--- src/rtl/pipeline_hazard_ctrl_pkg.sv ---
// Shared types for the pipeline stall/flush sequencer.
package pipe_ctrl_pkg;

  typedef enum logic [1:0] {
    INIT     = 2'd0,
    RUN      = 2'd1,
    MEM_WAIT = 2'd2,
    ERR      = 2'd3
  } pctrl_state_t;

  // Stall/flush pins of PC and the four pipeline registers.
  typedef struct packed {
    logic pc_stall;
    logic if_id_stall;
    logic if_id_flush;
    logic id_ex_stall;
    logic id_ex_flush;
    logic ex_mem_stall;
    logic mem_wb_flush;
  } ctrl_out_t;

  localparam ctrl_out_t CTRL_NONE   = '0;
  localparam ctrl_out_t CTRL_INIT   = '{pc_stall: 1'b1, if_id_flush: 1'b1, id_ex_flush: 1'b1,
                                        mem_wb_flush: 1'b1, default: 1'b0};
  localparam ctrl_out_t CTRL_FREEZE = '{pc_stall: 1'b1, if_id_stall: 1'b1, id_ex_stall: 1'b1,
                                        ex_mem_stall: 1'b1, mem_wb_flush: 1'b1, default: 1'b0};
  localparam ctrl_out_t CTRL_REDIR  = '{if_id_flush: 1'b1, id_ex_flush: 1'b1, default: 1'b0};
  localparam ctrl_out_t CTRL_LUSE   = '{pc_stall: 1'b1, if_id_stall: 1'b1, id_ex_flush: 1'b1,
                                        default: 1'b0};

  // A flush on a register overrides a hold on the same register.
  function automatic ctrl_out_t flush_wins(input ctrl_out_t c);
    ctrl_out_t r;
    r = c;
    r.if_id_stall = c.if_id_stall & ~c.if_id_flush;
    r.id_ex_stall = c.id_ex_stall & ~c.id_ex_flush;
    return r;
  endfunction

endpackage

--- src/rtl/pipeline_hazard_ctrl_sat_counter.sv ---
// Saturating up-counter used for the performance counters.
module sat_counter #(
  parameter int unsigned W = 32
) (
  input  logic         clk,
  input  logic         rst,
  input  logic         inc,
  output logic [W-1:0] q
);

  // Count up on inc, stick at all-ones.
  always_ff @(posedge clk) begin
    if (rst)
      q <= '0;
    else if (inc && (q != '1))
      q <= q + W'(1);
  end

endmodule

--- src/rtl/pipeline_hazard_ctrl.sv ---
// Stall/flush sequencer for the 5-stage RV32I pipeline.
module pipeline_hazard_ctrl
  import pipe_ctrl_pkg::*;
#(
  parameter int unsigned RESET_BUBBLES = 3,
  parameter int unsigned MEM_TIMEOUT   = 64,
  parameter int unsigned CNT_W         = 32
) (
  input  logic             clk,
  input  logic             rst,
  input  logic [4:0]       id_rs1,
  input  logic [4:0]       id_rs2,
  input  logic             id_use_rs1,
  input  logic             id_use_rs2,
  input  logic [4:0]       id_ex_rd,
  input  logic             id_ex_mem_read,
  input  logic             ex_redirect,
  input  logic             ex_mem_req,
  input  logic             dmem_ready,
  output logic             pc_stall,
  output logic             if_id_stall,
  output logic             if_id_flush,
  output logic             id_ex_stall,
  output logic             id_ex_flush,
  output logic             ex_mem_stall,
  output logic             mem_wb_flush,
  output logic             mem_err,
  output logic [CNT_W-1:0] luse_cnt,
  output logic [CNT_W-1:0] mwait_cnt
);

  localparam int unsigned BW = (RESET_BUBBLES > 1) ? $clog2(RESET_BUBBLES) : 1;
  localparam int unsigned WW = (MEM_TIMEOUT > 0) ? $clog2(MEM_TIMEOUT + 1) : 1;

  pctrl_state_t  state_q, state_d;
  logic [BW-1:0] bubble_q, bubble_d;
  logic [WW-1:0] wait_q, wait_d;
  logic          err_q, err_d;
  logic          load_use, mem_wait;
  ctrl_out_t     run_ctrl, ctrl;
  logic          run_luse, run_mwait;
  logic          luse_inc, mwait_inc;

  // Hazard detection on the ID/EX operands and the MEM-stage handshake.
  always_comb begin
    load_use = id_ex_mem_read && (id_ex_rd != '0) &&
               ((id_use_rs1 && (id_rs1 == id_ex_rd)) || (id_use_rs2 && (id_rs2 == id_ex_rd)));
    mem_wait = ex_mem_req && !dmem_ready;
  end

  // Prioritised RUN rules; also reused on the cycle dmem releases a wait.
  always_comb begin
    run_ctrl  = CTRL_NONE;
    run_luse  = 1'b0;
    run_mwait = 1'b0;
    if (mem_wait) begin
      run_ctrl  = CTRL_FREEZE;
      run_mwait = 1'b1;
    end else if (ex_redirect) begin
      run_ctrl = CTRL_REDIR;
    end else if (load_use) begin
      run_ctrl = CTRL_LUSE;
      run_luse = 1'b1;
    end
  end

  // Next-state, counter strobes and stage controls.
  always_comb begin
    state_d   = state_q;
    bubble_d  = bubble_q;
    wait_d    = wait_q;
    err_d     = err_q;
    ctrl      = CTRL_NONE;
    luse_inc  = 1'b0;
    mwait_inc = 1'b0;
    case (state_q)
      INIT: begin
        ctrl = CTRL_INIT;
        if (bubble_q == BW'(RESET_BUBBLES - 1))
          state_d = RUN;
        else
          bubble_d = bubble_q + BW'(1);
      end
      RUN: begin
        ctrl      = run_ctrl;
        luse_inc  = run_luse;
        mwait_inc = run_mwait;
        if (run_mwait) begin
          state_d = MEM_WAIT;
          wait_d  = WW'(1);
        end
      end
      MEM_WAIT: begin
        if (dmem_ready) begin
          // Freeze drops in the ready cycle, so normal RUN rules drive it.
          ctrl     = run_ctrl;
          luse_inc = run_luse;
          state_d  = RUN;
          wait_d   = '0;
        end else begin
          ctrl      = CTRL_FREEZE;
          mwait_inc = 1'b1;
          if ((MEM_TIMEOUT != 0) && (wait_q == WW'(MEM_TIMEOUT))) begin
            err_d   = 1'b1;
            state_d = ERR;
          end else begin
            wait_d = wait_q + WW'(1);
          end
        end
      end
      ERR: begin
        ctrl = CTRL_FREEZE;
      end
      default: begin
        ctrl    = CTRL_FREEZE;
        state_d = INIT;
      end
    endcase
  end

  // State register with synchronous reset.
  always_ff @(posedge clk) begin
    if (rst) begin
      state_q  <= INIT;
      bubble_q <= '0;
      wait_q   <= '0;
      err_q    <= 1'b0;
    end else begin
      state_q  <= state_d;
      bubble_q <= bubble_d;
      wait_q   <= wait_d;
      err_q    <= err_d;
    end
  end

  // Drive the pins with flush taking precedence over hold.
  always_comb begin
    ctrl_out_t c;
    c            = flush_wins(ctrl);
    pc_stall     = c.pc_stall;
    if_id_stall  = c.if_id_stall;
    if_id_flush  = c.if_id_flush;
    id_ex_stall  = c.id_ex_stall;
    id_ex_flush  = c.id_ex_flush;
    ex_mem_stall = c.ex_mem_stall;
    mem_wb_flush = c.mem_wb_flush;
  end

  assign mem_err = err_q;

  sat_counter #(.W(CNT_W)) u_luse_cnt (
    .clk (clk),
    .rst (rst),
    .inc (luse_inc),
    .q   (luse_cnt)
  );

  sat_counter #(.W(CNT_W)) u_mwait_cnt (
    .clk (clk),
    .rst (rst),
    .inc (mwait_inc),
    .q   (mwait_cnt)
  );

endmodule
--- config.mk ---
export PLATFORM = sky130hd
export DESIGN_NAME = pipeline_hazard_ctrl
export DESIGN_NICKNAME = d
export VERILOG_FILES = /design/src/rtl/pipeline_hazard_ctrl_pkg.sv /design/src/rtl/pipeline_hazard_ctrl_sat_counter.sv /design/src/rtl/pipeline_hazard_ctrl.sv
export SDC_FILE = /design/constraint.sdc
export NUM_CORES = 1
export LEC_CHECK = 0
export ABC_AREA = 1
export ABC_CLOCK_PERIOD_IN_PS = 2000
export BUFFER_PORTS_ARGS = -buffer_cell sky130_fd_sc_hd__buf_2
export CAP_MARGIN = 20
export CORE_MARGIN = 4
export CORE_UTILIZATION = 56
export CTS_CLUSTER_SIZE = 40
export DETAILED_ROUTE_END_ITERATION = 12
export PLACE_DENSITY_LB_ADDON = 0.2
export SLEW_MARGIN = 20
export SYNTH_ARGS = -nofsm -noshare
export SYNTH_HDL_FRONTEND = slang
export SYNTH_SLANG_ARGS = --single-unit
--- constraint.sdc ---
create_clock -name clk -period 2 [get_ports clk]
set_input_delay 0.4 -clock clk [delete_from_list [all_inputs] [get_ports clk]]
set_output_delay 0.4 -clock clk [all_outputs]
set_load 0.01 [all_outputs]
==> results of run 1 <==
layout make-up:
| cell class | instances | area share, % |
|---|---|---|
| clock buffer | 12 | 2.157 |
| clock inverter | 4 | 1.178 |
| inverter | 86 | 5.391 |
| multi-input combinational | 625 | 51.06 |
| sequential | 76 | 24.44 |
| tap | 108 | 2.157 |
| timing repair buffer | 135 | 13.62 |
through the flow:
step | instance area (um2) | setup WS, ps
3_5_place_dp | 5747 | 16.02
2_1_floorplan | 5027 | 63.92
3_3_place_gp | 5747 | 94.23
5_1_grt | 6266 | -115.4
6_report | 6266 | -2.288
4_1_cts | 6010 | 17.40
metal layers:
layer | vias up | global-route usage (%) | part of all wire [%]
li1 | 2842 | - | -
met1 | 2631 | 33.43 | 41
met2 | 236 | 48.56 | 50
met3 | 55 | 4.736 | 6.6
met4 | 0 | 8.964 | 3.3
met5 | - | 0 | 0
worst max path at each step:
stage / startpoint / to / slack (ps)
final: state_q[0]$_SDFFE_PP0P_ / id_ex_stall / -2
after global routing: state_q[0]$_SDFFE_PP0P_ / u_mwait_cnt.q[19]$_SDFFE_PP0P_ / -120
after floorplan: u_luse_cnt.q[0]$_SDFFE_PP0P_ / u_luse_cnt.q[23]$_SDFFE_PP0P_ / 60
after global placement: state_q[0]$_SDFFE_PP0P_ / wait_q[5]$_SDFFE_PP0P_ / 90
after CTS: state_q[0]$_SDFFE_PP0P_ / id_ex_stall / 20
after detailed placement: state_q[0]$_SDFFE_PP0P_ / wait_q[5]$_SDFFE_PP0P_ / 20
state kept, by name (all words and copies together) (netlist names):
name,count
u_mwait_cnt.q,32
u_luse_cnt.q,32
bubble_q,2
wait_q,7
state_q,2
mem_err,1
cell usage after synthesis, drive strengths merged:
library cell  count
dfxtp            76
nand3b            8
ha               11
xnor2             6
inv              86
nor3             28
buf              13
xor2             32
o21ai            46
nand4            14
a21oi            62
nor3b             2
nor2            117
nand2           239
a31oi             1
o21bai            1
nand3            58
clkbuf           12
cell families after synthesis:
family,Yosys count
and+or+nand+nor,466
buffers and inverters,111
AOI/OAI and AO/OA,110
DFF,76
xor gates and xnor gates,38
adders and majority gates,11
critical path: stages, from the launching register on:
cell     delay, ps
dfxtp_2        350
buf_6          130
ha_4           180
nand2_4         80
o21ai_4         80
nand2_2        100
nand3_2        100
nor2_2         100
buf_2          130
report_power, final:
| part | internal (mW) | switching, mW |
|---|---|---|
| Sequential | 1.58 | 0.0586 |
| Combinational | 0.477 | 0.756 |
| Clock | 0.706 | 0.587 |
repair_timing:
item | in CTS | in global routing
setup buffers | 3 | 9
gates resized for setup | 15 | 47
pin swaps | 3 | 15
endpoints found under the setup margin | 9 | 69
gates cloned | 0 | 1
==> impl_metrics.tcl, run 1 <==
set metrics [dict create \
    hp-start "dmem_ready" \
    total_power_mw 4.165 \
    cts_tree "done" \
    synth.avg_cell_area_um2 6.191 \
    max-vdd-ir-drop_mv 0.4827 \
    nFillCells 744 \
    syn_inst 812 \
    cts_root_buf "clkbuf_8" \
    ys_warn_count 0 \
    worstSetupPathType "flip-flop to primary output" \
    outcome "finished with violations" \
    slew_headroom_pct 60.14 \
    drtAntennaViolNets 0 \
    clockBufferDepth 2 \
    final_hold_viol_count 0 \
    avgRoutedWirePerCell_um 14.17 \
    mostFrequentLayoutCell "nand2_1" \
    synth_area_leaders "dfxtp_1, nand2_1, nor2_1, a21oi_1, inv_1" \
    cts-htree-levels 3 \
    ys_seq_area_share_pct 30.26 \
    diodes 0 \
    holdWs_ps 424.8 \
    pin_count 95 \
    skew_ps 7.176 \
    period_minus_slack_ps 2002 \
    fp-row-count 34 \
    grt_pass1_wl_mm 23.68 \
    setup_viol 1 \
    yosysUniqueCellTypes 27 \
    start_util_pct 57.65 \
    drt_first_pass_iters 5 \
    reg2reg_slack_ps 60 \
    grt_remaining_overflow 0 \
    finalNetCount 967 \
    netlist_area_mm2 0.005027 \
    synth_nets 846 \
    crit_fanout 3 \
    endpoint_kind "primary output" \
    final_util_pct 71.85 \
    cts.sinks 76 \
    min_to "wait_q[4]$_SDFFE_PP0P_" \
    crit_path_start_kind "flip-flop" \
    route.detailed.drc 0 \
    drive_above_1_share_pct 23.35 \
    r2r_start "u_luse_cnt.q[0]$_SDFFE_PP0P_" \
    die_area_mm2 0.01056 \
    wl_mm 14.82 \
    fin_ws_ps -2.288 \
    rr_endpoint "u_luse_cnt.q[29]$_SDFFE_PP0P_" \
    die_y_um 102.8 \
    synth_compound_area_share_pct 11.03 \
    ff2ff_path_depth 11 \
    yosysTopAreaCell "dfxtp_1" \
    die_w_um 102.8 \
    grt_pass1_vias 5353 \
    synth-simple-area-share_pct 40.32 \
    drv_slew 0 \
    crit_arrival_ps 1600 \
    clock_latency_ps 350 \
    stdcell_count 1046 \
    worstMarginPinSlew_ps 593.3 \
    via_count 5764 \
    syn_to_final_growth_pct 24.64 \
    regArea_mm2 0.001531 \
    grt_usage_pct 27.31 \
    final_cell_mix "nand2_1, nor2_1, buf_2, inv_1, dfxtp_1" \
    ys_ff_latch 76 \
    max-cap-violations 0 \
    antenna_found_initial 0 \
    hpwl_mm 10.39 \
    gp_congestion 0.9437 \
    violations "setup timing" \
    hold_depth 4 \
    synth_top_family_by_area "simple AND/OR/NAND/NOR gates" \
    multi_input_area_mm2 0.003199 \
    synth-xor-area-share_pct 6.620 \
    synth-adder-area-share_pct 2.738 \
    yosysTopAreaCellShare_pct 30.26 \
    fmax_mhz 499.4 \
    vias_per_cell 5.511 \
    muxShareOfSynthArea_pct 0 \
    rsz0062_at_grt "true" \
    finalSetupTns_ps -2.288 \
    io_buffers 94 \
    p_leak_nw 2.668 \
    post-place-cells 1018 \
    clk_pin_slew_ps 80 \
    cts_buffers 9 \
    cp.required_ps 1600 \
    fin_crit_sh_pct 100.1 \
    initialDrtViolationCount 281 \
    core-area_mm2 0.008721 \
    power.density_mw_per_mm2 664.7 \
    ctsHoldBuffers 0 \
    hold_class "input port to flip-flop" \
    grt_start_max_net_pins 52 \
]
Note: power is estimated with default switching activity, not from simulation.
==> run 2, diff against run 1 <==
Settings changed: CORE_UTILIZATION 56 to 45, HOLD_SLACK_MARGIN from default to 0.02, MAX_ROUTING_LAYER from default to met4.
==> impl_metrics.tcl, run 2 (synthesized netlist as in run 1, its figures left out) <==
set metrics [dict create \
    outcome "finished with violations" \
    violations "setup timing" \
    hold_depth 4 \
    largestRegisters "u_luse_cnt.q x32, u_mwait_cnt.q x32, wait_q x7" \
    fin_ws_ps -0.1797 \
    hpwl_mm 10.70 \
    final_util_pct 57.63 \
    core-area_mm2 0.01089 \
    vias_per_cell 5.123 \
    route.detailed.drc 0 \
    slowest_delay_ps 330 \
    clockBufferDepth 2 \
    slowest_stage "dfxtp_2" \
    ctsHoldBuffers 0 \
    fin_area_mm2 0.006275 \
    cts_buffers 9 \
    cts_root_buf "clkbuf_8" \
    finalNetCount 975 \
    wl_mm 14.36 \
    io_buffers 94 \
    gp_congestion 1.001 \
    clk_pin_slew_ps 80 \
    grt_pass1_wl_mm 23.74 \
    cp_common_cell "nand2_2" \
    die_y_um 113.7 \
    fmax_mhz 500.0 \
    period_minus_slack_ps 2000 \
    fp-row-count 38 \
    worstSetupPathType "flip-flop to primary output" \
    crit_arrival_ps 1600 \
    start_util_pct 46.17 \
    final_cell_mix "nand2_1, nor2_1, buf_2, dfxtp_1, inv_1" \
    skew_ps 7.793 \
    grt_pass1_vias 5099 \
    crit_fanout 3 \
    mostFrequentLayoutCell "nand2_1" \
    cts.sinks 76 \
    drt_first_pass_iters 5 \
    cts-htree-levels 3 \
    clock_latency_ps 370 \
    cts_tree "done" \
    grt_usage_pct 23.08 \
    slew_headroom_pct 61.91 \
    p_leak_nw 2.673 \
    reg2reg_slack_ps 100 \
    rsz0062_at_grt "true" \
    initialDrtViolationCount 337 \
    drive_above_1_share_pct 23.26 \
    hold_class "input port to flip-flop" \
    syn_to_final_growth_pct 24.81 \
    endpoint_kind "primary output" \
    pin_count 95 \
    final_hold_viol_count 0 \
    grt_remaining_overflow 0 \
    power.density_mw_per_mm2 642.1 \
    worstMarginPinSlew_ps 571.4 \
    diodes 0 \
    crit_chain "buf_4, ha_4, nand2_2, o21ai_2, nand2_2, nand3_2, nor2_1, buf_2" \
    drtAntennaViolNets 0 \
    avgRoutedWirePerCell_um 13.22 \
    place_area_mm2 0.005884 \
    finalSetupTns_ps -0.1797 \
    setup_viol 1 \
    max-vdd-ir-drop_mv 0.8496 \
    fin_crit_sh_pct 100.0 \
    grt_start_max_net_pins 52 \
    ff2ff_path_depth 13 \
    antenna_found_initial 0 \
    cp.required_ps 1600 \
    drv_slew 0 \
    crit_path_start_kind "flip-flop" \
    max-cap-violations 0 \
    die_w_um 113.7 \
    die_area_mm2 0.01293 \
    via_count 5564 \
]
-- run 2: through the flow --
step           hold slack, ps  std cells  power [mW]  setup slack, ps
2_1_floorplan           450.2        812       2.253            63.92
3_5_place_dp            449.3       1063       2.589            107.7
6_report                424.5       1086       4.029          -0.1797
4_1_cts                 385.1       1084       3.972           -3.515
3_3_place_gp            472.2       1063       2.583            110.2
5_1_grt                 431.9       1086       4.259           -77.43
-- run 2: metal layers --
metal | track usage [%] | vias to the layer above | wire, um
met5 | - | - | 0
met4 | 6.010 | 0 | 184
met3 | 4.828 | 19 | 784
met2 | 38.12 | 153 | 6795
met1 | 28.79 | 2527 | 6592
li1 | - | 2865 | -
-- run 2: path summary, 6_finish.rpt --
kind                            from                              to
max          state_q[0]$_SDFFE_PP0P_                     id_ex_stall
max reg2reg  state_q[0]$_SDFFE_PP0P_  u_mwait_cnt.q[19]$_SDFFE_PP0P_
min reg2reg     mem_err$_SDFFE_PP0P_            mem_err$_SDFFE_PP0P_
min                       dmem_ready          wait_q[4]$_SDFFE_PP0P_
-- run 2: report_power, final --
group	total [mW]	switching (mW)	leakage, nW	internal, mW
Combinational	1.15	0.707	1.96	0.448
Clock	1.25	0.629	0.0995	0.621
Sequential	1.62	0.0449	0.614	1.58
Total	4.03	1.38	2.67	2.65
-- run 2: worst max-delay path: cells and delay by family (launching register included) --
kind | cells | cell delay (ps)
fa+ha+maj | 1 | 170
buf+inv | 2 | 290
flops | 1 | 330
simple gates | 4 | 350
compound gates | 1 | 90
-- run 2: layout make-up --
| type | instances | area, um2 |
|---|---|---|
| multi-input combinational | 625 | 3161 |
| fill | 1139 | 4613 |
| clock inverter | 6 | 71.32 |
| inverter | 86 | 332.8 |
| sequential | 76 | 1526 |
| clock buffer | 10 | 137.6 |
| timing repair buffer | 143 | 870.8 |
| tap | 140 | 175.2 |
-- run 2: repair_timing --
item,in CTS,in global routing
resized for setup,16,29
setup endpoints to repair,7,66
buffers inserted,5,2
pin swaps,5,10
==> run 3, diff against run 2 <==
Settings changed: PLACE_DENSITY from default to 0.67, PLACE_DENSITY_LB_ADDON 0.2 to default.
==> impl_metrics.tcl, run 3 (synthesized netlist as in run 1, its figures left out) <==
set metrics [dict create \
    core-area_mm2 0.01089 \
    die_y_um 113.7 \
    initialDrtViolationCount 356 \
    endpoint_kind "primary output" \
    drv_slew 0 \
    multi_input_area_mm2 0.003134 \
    worstMarginPinSlew_ps 585.3 \
    hold_depth 4 \
    slowest_stage "dfxtp_2" \
    finalNetCount 976 \
    grtUsageMet3_pct 4.509 \
    mostFrequentLayoutCell "nand2_1" \
    cts_root_buf "clkbuf_8" \
    clock_latency_ps 360 \
    grt_start_max_net_pins 52 \
    diodes 0 \
    antenna_found_initial 0 \
    grtUsageMet1_pct 28.95 \
    cts.sinks 76 \
    critical-path-top-delay-family "buffers and inverters" \
    p_leak_nw 2.657 \
    min_to "wait_q[4]$_SDFFE_PP0P_" \
    max-cap-violations 0 \
    cp.required_ps 1600 \
    place_area_mm2 0.005914 \
    grt_remaining_overflow 0 \
    hpwl_mm 10.66 \
    vias_per_cell 5.003 \
    slew_headroom_pct 60.98 \
    ff2ff_path_depth 7 \
    hold_class "input port to flip-flop" \
    crit_chain "inv_2, buf_4, ha_1, inv_1, nand2_1, a21oi_2, buf_2" \
    power_frac_seq_pct 41.2 \
    crit_arrival_ps 1580 \
    slowest_delay_ps 340 \
    cts_tree "done" \
    final_util_pct 57.37 \
    crit_path_start_kind "flip-flop" \
    total_power_mw 3.953 \
    p_sw_share_pct 33.96 \
    final_hold_viol_count 0 \
    rr_endpoint "u_luse_cnt.q[23]$_SDFFE_PP0P_" \
    clkPwrFrac_pct 30.9 \
    die_area_mm2 0.01293 \
    gp_congestion 0.9478 \
    fin_area_mm2 0.006246 \
    final_cell_mix "nand2_1, nor2_1, buf_2, dfxtp_1, inv_1" \
    combinationalPowerShare_pct 27.9 \
    via_count 5438 \
    rsz0062_at_grt "true" \
    top_usage_layer "met2" \
    clockBufferDepth 2 \
    syn_to_final_growth_pct 24.24 \
    drtAntennaViolNets 0 \
    crit_buf_inv 4 \
    die_w_um 113.7 \
    fp-row-count 38 \
    pin_count 95 \
    largestRegisters "u_luse_cnt.q x32, u_mwait_cnt.q x32, wait_q x7" \
    netSwitchingPower_mw 1.343 \
    avgRoutedWirePerCell_um 13.02 \
    drt_first_pass_iters 5 \
    worstSetupPathType "flip-flop to primary output" \
    grt_usage_pct 22.69 \
    fmax_mhz 504.9 \
    start_util_pct 46.17 \
    grt_pass1_wl_mm 23.37 \
    regArea_mm2 0.001526 \
    period_minus_slack_ps 1981 \
    fin_ws_ps 19.40 \
    nFillCells 1178 \
    hp-start "dmem_ready" \
    cts_buffers 9 \
    route.detailed.drc 0 \
    internal-power_mw 2.611 \
    io_buffers 94 \
    post-place-ws_ps 62.45 \
    fin_crit_sh_pct 99.03 \
    wl_mm 14.16 \
    max-vdd-ir-drop_mv 0.6850 \
    power.density_mw_per_mm2 632.9 \
    skew_ps 10.09 \
    reg2reg_slack_ps 160 \
    r2r_start "u_luse_cnt.q[2]$_SDFFE_PP0P_" \
    clk_pin_slew_ps 80 \
    drive_above_1_share_pct 22.60 \
    use_met2_pct 36.47 \
    crit_start "state_q[0]$_SDFFE_PP0P_" \
    holdWs_ps 427.0 \
    setup_viol 0 \
    outcome "completed" \
    crit_fanout 4 \
    grt_pass1_vias 4918 \
    cts-htree-levels 3 \
]
-- run 3: cell types whose count changed in the layout (fill, tap and decap cells not counted), sizes merged --
cell	delta
clkinvlp	+1
clkbuf	+1
buf	+1
inv	-2
-- run 3: worst max-delay path by stage --
stage	cells after the start	slack [ps]	endpoint
3_5_place_dp	12	60	if_id_stall
4_1_cts	10	3	mem_wb_flush
3_3_place_gp	12	60	if_id_stall
5_1_grt	7	-90	if_id_stall
6_report	7	20	if_id_stall
2_1_floorplan	12	60	u_luse_cnt.q[23]$_SDFFE_PP0P_
-- run 3: area by class of cell --
cell class	instances	share of cell area, %
Multi-Input combinational cell	625	50.18
Sequential cell	76	24.44
Timing Repair Buffer	144	14.00
Inverter	86	5.329
Tap cell	140	2.804
Clock buffer	11	2.264
Clock inverter	5	0.9816
-- run 3: power groups by stage --
stage               logic [mW]  registers (mW)  clock network [mW]
detailed placement       0.948            1.65                   0
global placement         0.938            1.65                   0
finish                    1.10            1.63                1.22
CTS                       1.04            1.63                1.25
global route              1.23            1.64                1.31
floorplan                0.608            1.64                   0
-- run 3: layer usage --
metal  part of all wire [%]  routed length (um)
met5                      0                   0
met4                    1.7                 243
met3                    5.0                 713
met2                     47                6619
met1                     46                6579
-- run 3: what timing repair did --
| item | 4_1_cts | 5_1_grt |
|---|---|---|
| endpoints found under the setup margin | 7 | 41 |
| resized for setup | 17 | 17 |
| pin swaps | 5 | 7 |
| buffers inserted | 2 | 2 |
| hold buffers | 0 | 0 |
-- run 3: per-stage QoR --
stage / setup TNS (ps) / cells
3_3_place_gp: 0 / 1067
3_5_place_dp: 0 / 1067
6_report: 0 / 1087
4_1_cts: 0 / 1085
2_1_floorplan: 0 / 812
5_1_grt: -140.7 / 1087
-- run 3: worst reg2reg max path: cells and delay by family, from the launching register on --
family          cells  cell delay [ps]
simple gates        4              880
flops               1              450
xor+xnor            1              200
compound gates      1              140
buf+inv             1               90
